### src/rtl/stepper_step_driver.sv
// One STEP/DIR/ENABLE channel: a fixed-width step pulse per FM_in rising edge, automatic
// reversal every TRAVEL_STEPS steps, and velocity-gated enable with wake delay and idle power-down.
module stepper_step_driver #(
  parameter int PULSE_CYCLES = 100,
  parameter int DIR_SETUP    = 50,
  parameter int WAKE_CYCLES  = 50000,
  parameter int IDLE_TIMEOUT = 50000000,
  parameter int TRAVEL_STEPS = 400,
  parameter int CNT_W        = 26
) (
  input  logic       Clk,
  input  logic       Rst,
  input  logic       FM_in,
  input  logic [7:0] VelIn,
  output logic       Step,
  output logic       Dir,
  output logic       En_n,
  output logic       Overrun,
  output logic       Active
);

  typedef enum logic [2:0] {
    S_DISABLED,
    S_WAKE,
    S_IDLE,
    S_PULSE,
    S_DIR_SETUP
  } state_t;

  localparam logic [CNT_W-1:0] WAKE_LAST  = CNT_W'(WAKE_CYCLES - 1);
  localparam logic [CNT_W-1:0] PULSE_LAST = CNT_W'(PULSE_CYCLES - 1);
  localparam logic [CNT_W-1:0] SETUP_LAST = CNT_W'(DIR_SETUP - 1);
  localparam logic [CNT_W-1:0] IDLE_LIM   = CNT_W'(IDLE_TIMEOUT);
  localparam logic [CNT_W-1:0] TRAVEL     = CNT_W'(TRAVEL_STEPS);
  localparam logic [CNT_W-1:0] CNT_ONE    = {{(CNT_W-1){1'b0}}, 1'b1};

  state_t           state, state_nxt;
  logic             fm_q;
  logic             pending, pending_nxt;
  logic [CNT_W-1:0] timer, timer_nxt;
  logic [CNT_W-1:0] idle_cnt, idle_nxt;
  logic [CNT_W-1:0] step_cnt, step_cnt_nxt;
  logic             dir_nxt, overrun_nxt;
  logic             vel_on, valid_edge, timeout;

  assign vel_on     = |VelIn;
  assign valid_edge = FM_in & ~fm_q & vel_on;
  assign timeout    = (idle_cnt == IDLE_LIM);

  always_comb begin
    state_nxt    = state;
    timer_nxt    = timer;
    pending_nxt  = pending;
    step_cnt_nxt = step_cnt;
    dir_nxt      = Dir;
    overrun_nxt  = 1'b0;
    idle_nxt     = vel_on ? '0 : (timeout ? idle_cnt : idle_cnt + CNT_ONE);

    // One-deep request queue while the output is busy
    if (valid_edge && (state == S_PULSE || state == S_DIR_SETUP)) begin
      if (pending) overrun_nxt = 1'b1;
      else         pending_nxt = 1'b1;
    end

    case (state)
      S_DISABLED: begin
        if (vel_on) begin
          state_nxt = S_WAKE;
          timer_nxt = '0;
        end
      end
      S_WAKE: begin
        if (timeout) begin
          state_nxt   = S_DISABLED;
          pending_nxt = 1'b0;
        end else if (timer == WAKE_LAST) begin
          state_nxt = S_IDLE;
          timer_nxt = '0;
        end else begin
          timer_nxt = timer + CNT_ONE;
        end
      end
      S_IDLE: begin
        if (timeout) begin
          state_nxt   = S_DISABLED;
          pending_nxt = 1'b0;
        end else if (valid_edge || pending) begin
          // A fresh edge arriving while a queued one is serviced stays queued
          state_nxt    = S_PULSE;
          timer_nxt    = '0;
          pending_nxt  = pending & valid_edge;
          step_cnt_nxt = step_cnt + CNT_ONE;
        end
      end
      S_PULSE: begin
        if (timer == PULSE_LAST) begin
          timer_nxt = '0;
          if (step_cnt == TRAVEL) begin
            step_cnt_nxt = '0;
            dir_nxt      = ~Dir;
            state_nxt    = S_DIR_SETUP;
          end else begin
            state_nxt = S_IDLE;
          end
        end else begin
          timer_nxt = timer + CNT_ONE;
        end
      end
      S_DIR_SETUP: begin
        if (timer == SETUP_LAST) begin
          state_nxt = S_IDLE;
          timer_nxt = '0;
        end else begin
          timer_nxt = timer + CNT_ONE;
        end
      end
      default: begin
        state_nxt = S_DISABLED;
        timer_nxt = '0;
      end
    endcase
  end

  always_ff @(posedge Clk or posedge Rst) begin
    if (Rst) begin
      state    <= S_DISABLED;
      fm_q     <= 1'b0;
      pending  <= 1'b0;
      timer    <= '0;
      idle_cnt <= '0;
      step_cnt <= '0;
      Step     <= 1'b0;
      Dir      <= 1'b0;
      En_n     <= 1'b1;
      Overrun  <= 1'b0;
      Active   <= 1'b0;
    end else begin
      state    <= state_nxt;
      fm_q     <= FM_in;
      pending  <= pending_nxt;
      timer    <= timer_nxt;
      idle_cnt <= idle_nxt;
      step_cnt <= step_cnt_nxt;
      Step     <= (state_nxt == S_PULSE);
      Dir      <= dir_nxt;
      En_n     <= (state_nxt == S_DISABLED);
      Overrun  <= overrun_nxt;
      Active   <= (state_nxt != S_DISABLED);
    end
  end

endmodule

### config.mk
export PLATFORM = sky130hd
export DESIGN_NAME = stepper_step_driver
export DESIGN_NICKNAME = d
export VERILOG_FILES = /design/src/rtl/stepper_step_driver.sv
export SDC_FILE = /design/constraint.sdc
export NUM_CORES = 1
export LEC_CHECK = 0
export CAP_MARGIN = 20
export CORE_MARGIN = 10
export CORE_UTILIZATION = 35
export DETAILED_ROUTE_END_ITERATION = 10
export SLEW_MARGIN = 30
export SYNTH_ARGS = -nofsm -noshare
export SYNTH_HDL_FRONTEND = slang
export SYNTH_SLANG_ARGS = --single-unit
### constraint.sdc
create_clock -name Clk -period 4.08 [get_ports Clk]
set_clock_uncertainty 0.15 [all_clocks]
set_input_delay 0.816 -clock Clk [delete_from_list [all_inputs] [get_ports Clk]]
set_output_delay 0.816 -clock Clk [all_outputs]
set_load 0.05 [all_outputs]
==> results by group <==
Outcome
  • Status: completed

Worst setup path
  • Crit end category: flip-flop
  • CP arrival: around 3000 ps
  • CP required: around 4200 ps
  • CP Launch Type: primary input
  • Crit Path Category: in2reg
  • RR Startpoint: timer[0]
  • Reg2reg setup slack: approximately 1200 ps
  • CP Max Fanout: 17
  • Worst Setup SP: VelIn[1]

Timing
  • Final setup fails: 0
  • Final hold violations: 0
  • RSZ-0062 raised after global routing: no
  • Setup Total Neg Slack: 0 ps
  • Final Slew Violations: 0
  • Period Utilization, post-route: 70.98%
  • Achievable Freq: approximately 0.35 GHz
  • Min Tclk post-route: ~2900 ps
  • Relative slew slack: around half
  • Worst-Margin Slew: between 700 and 800 ps

Layout
  • Most common cell after layout, fill and taps aside: dfrtp_1
  • Fraction of layout instances using a drive strength above 1: under 10%
  • Area grow syn2layout: 13.62%
  • Antenna Cells: 0
  • FILL cells: between 1000 and 1500
  • Most frequent cells in the layout: dfrtp_1, nor2_1, nand2_1
  • Final Non-Filler Cells: slightly above 700
  • Layout Nets: about 540

Floorplan
  • Die Wd: approximately 140 um
  • Die area: 18690 um2
  • Initial core utilization: a little over a third
  • Cell row count: 42
  • Placeable core area: between 10000 and 15000 um2
  • Chip height: around 140 um
  • I/O Pins: 16

Clock network
  • CTS tree: built
  • Clock root buffer: clkbuf_16
  • H-tree depth: 3
  • CTS clk-pin slew, worst paths: approximately 60 ps
  • Cts repair resizes: 0
  • CTS Hold Bufs: 0
  • TritonCTS buffer count: 9
  • Worst-skew pair later-pin latency: ~350 ps
  • Clock buffer depth: 2
  • Sink Count: 88
  • # Post-CTS Setup Buffers: 0

Yosys
  • Adder-cell area share of the yosys netlist: under 10%
  • Post-synth top area share: 45.66%
  • Syn nets: 525
  • YS warnings: 0
  • Main area contributors after synthesis: dfrtp_1, xor2_1, nor2_1
  • EDFF count, synth: 0
  • Compound-cell area share of the yosys netlist: ~12%
  • Post-Synthesis Cells: 508
  • Yosys cell types: 53
  • Post-synthesis xor/xnor area fraction: 9.000%
  • Async SR Flop Fraction: 100.0%
  • Sequential-to-total area share from yosys stat: between 40% and 50%
  • Yosys top cell by area: dfrtp_1
  • Top_reg_cell synth: dfrtp_1
  • Mapped cell area: about 4800 um2
  • Synth Register Bits: 88
  • Simple-gate portion of the synthesized area: between 20% and 30%
  • Post-Syn Area per Cell: 9.386 um2
  • Mux contribution to synthesized area: less than 1%
  • Largest family of logic cells by synthesized area: simple AND/OR/NAND/NOR gates

Routing
  • Initial drt markers: 307
  • Post-route ant nets: 0
  • Vias per cell: 5.377
  • Drt first pass iters: 4
  • Vias: 3807
  • DRC viols: 0
  • Post-Route WL: roughly 10000 um
  • Wire per inst: 14.77 um

Power and ir drop
  • Pwr per Cell Area: around 310 nW/um2
  • Leak: about 2.2 nW
  • Worst vdd ir: roughly 0.19 mV

Placed design
  • IO buf count: 15
  • Dpl cells: ~690
  • RePlAce Congestion: about 0.84
  • DP HPWL: around 7300 um

Global route
  • GRT Total Usage: between 10% and 20%
  • Vias in the first global route: around 3600
  • Largest net degree at the start of global routing: 44
  • Total gr overflow: 0
  • Global-route wire length before repair: 18080 um
  • Initial antenna violation count: 0

Worst hold path
  • Hold crit path type: reg2reg
  • Hold_sp: Dir

Run
  • Maxcap violations: 0
synth_stat cells, types with 9 or more instances:
library cell,n
a21oi_1,15
a22o_1,15
and3_1,14
and4_1,9
dfrtp_1,87
inv_1,16
nand2_1,51
nand3_1,33
nand4_1,20
nor2_1,52
nor3_1,21
nor4_1,9
o21ai_1,17
xnor2_1,20
xor2_1,29
final cells by class:
cell class | instances | area [um2] | share of cell area [%]
clock buffer | 11 | 242.7 | 4.480
inverter | 16 | 61.31 | 1.132
tap | 176 | 220.2 | 4.065
sequential | 88 | 2203 | 40.67
timing repair buffer | 23 | 210.2 | 3.880
multi-input combinational | 389 | 2441 | 45.06
clock inverter | 5 | 38.79 | 0.7159
stage by stage:
step	worst slack [ps]	util [%]	hold slack (ps)	area, um2	power, mW
2_1_floorplan	837.1	-	295.9	4768	0.9065
3_3_place_gp	869.0	38.58	310.2	5129	0.9239
3_5_place_dp	794.1	38.58	316.7	5129	0.9249
4_1_cts	1073	40.69	325.6	5410	1.732
5_1_grt	1010	40.75	348.8	5418	1.770
6_report	1184	40.75	319.9	5418	1.704
per-layer routing:
metal  wire length, um  share of wire [%]  global-route usage [%]  vias up
met4               123                1.2                   3.550        0
met3               453                4.3                   3.886       11
met2              4744                 45                   17.62       63
li1                  -                  -                       -     1889
met1              5136                 49                   15.98     1844
met5                 0                  0                       0        -
sequential cells by signal (all words and copies together), names as in the netlist:
signal	cells
Active	1
Dir	1
En_n	1
Overrun	1
Step	1
fm_q	1
idle_cnt	26
pending	1
state	3
step_cnt	26
timer	26
kinds of logic (layout without fill, tap and decap cells):
family,Yosys count,count (layout)
compound gates,84,84
xor+xnor,49,49
mux,1,1
simple gates,249,249
flops,88,88
fa+ha+maj,6,6
buf+inv,31,55
critical path: stages:
cell	delay [ps]
clkdlybuf4s50_1	400
nor4_1	440
a21oi_2	200
o221ai_1	240
and3_1	200
buf_4	190
nor2_1	70
buf_4	220
a22o_1	220
where the power goes:
| part | leakage [nW] | internal [mW] | switching, mW |
|---|---|---|---|
| sequential | 1.15 | 0.873 | 0.0000909 |
| clock | 0.137 | 0.435 | 0.362 |
| combinational | 0.905 | 0.0118 | 0.0219 |
| total | 2.19 | 1.32 | 0.384 |
worst paths after layout:
kind	cells after the start	end
min reg2reg	1	Dir
max in group asynchronous	3	idle_cnt[13]
min in group asynchronous	2	step_cnt[21]
max reg2reg	8	timer[4]
min	1	Dir
max	9	timer[4]
Power figures use the tool's default switching activity.
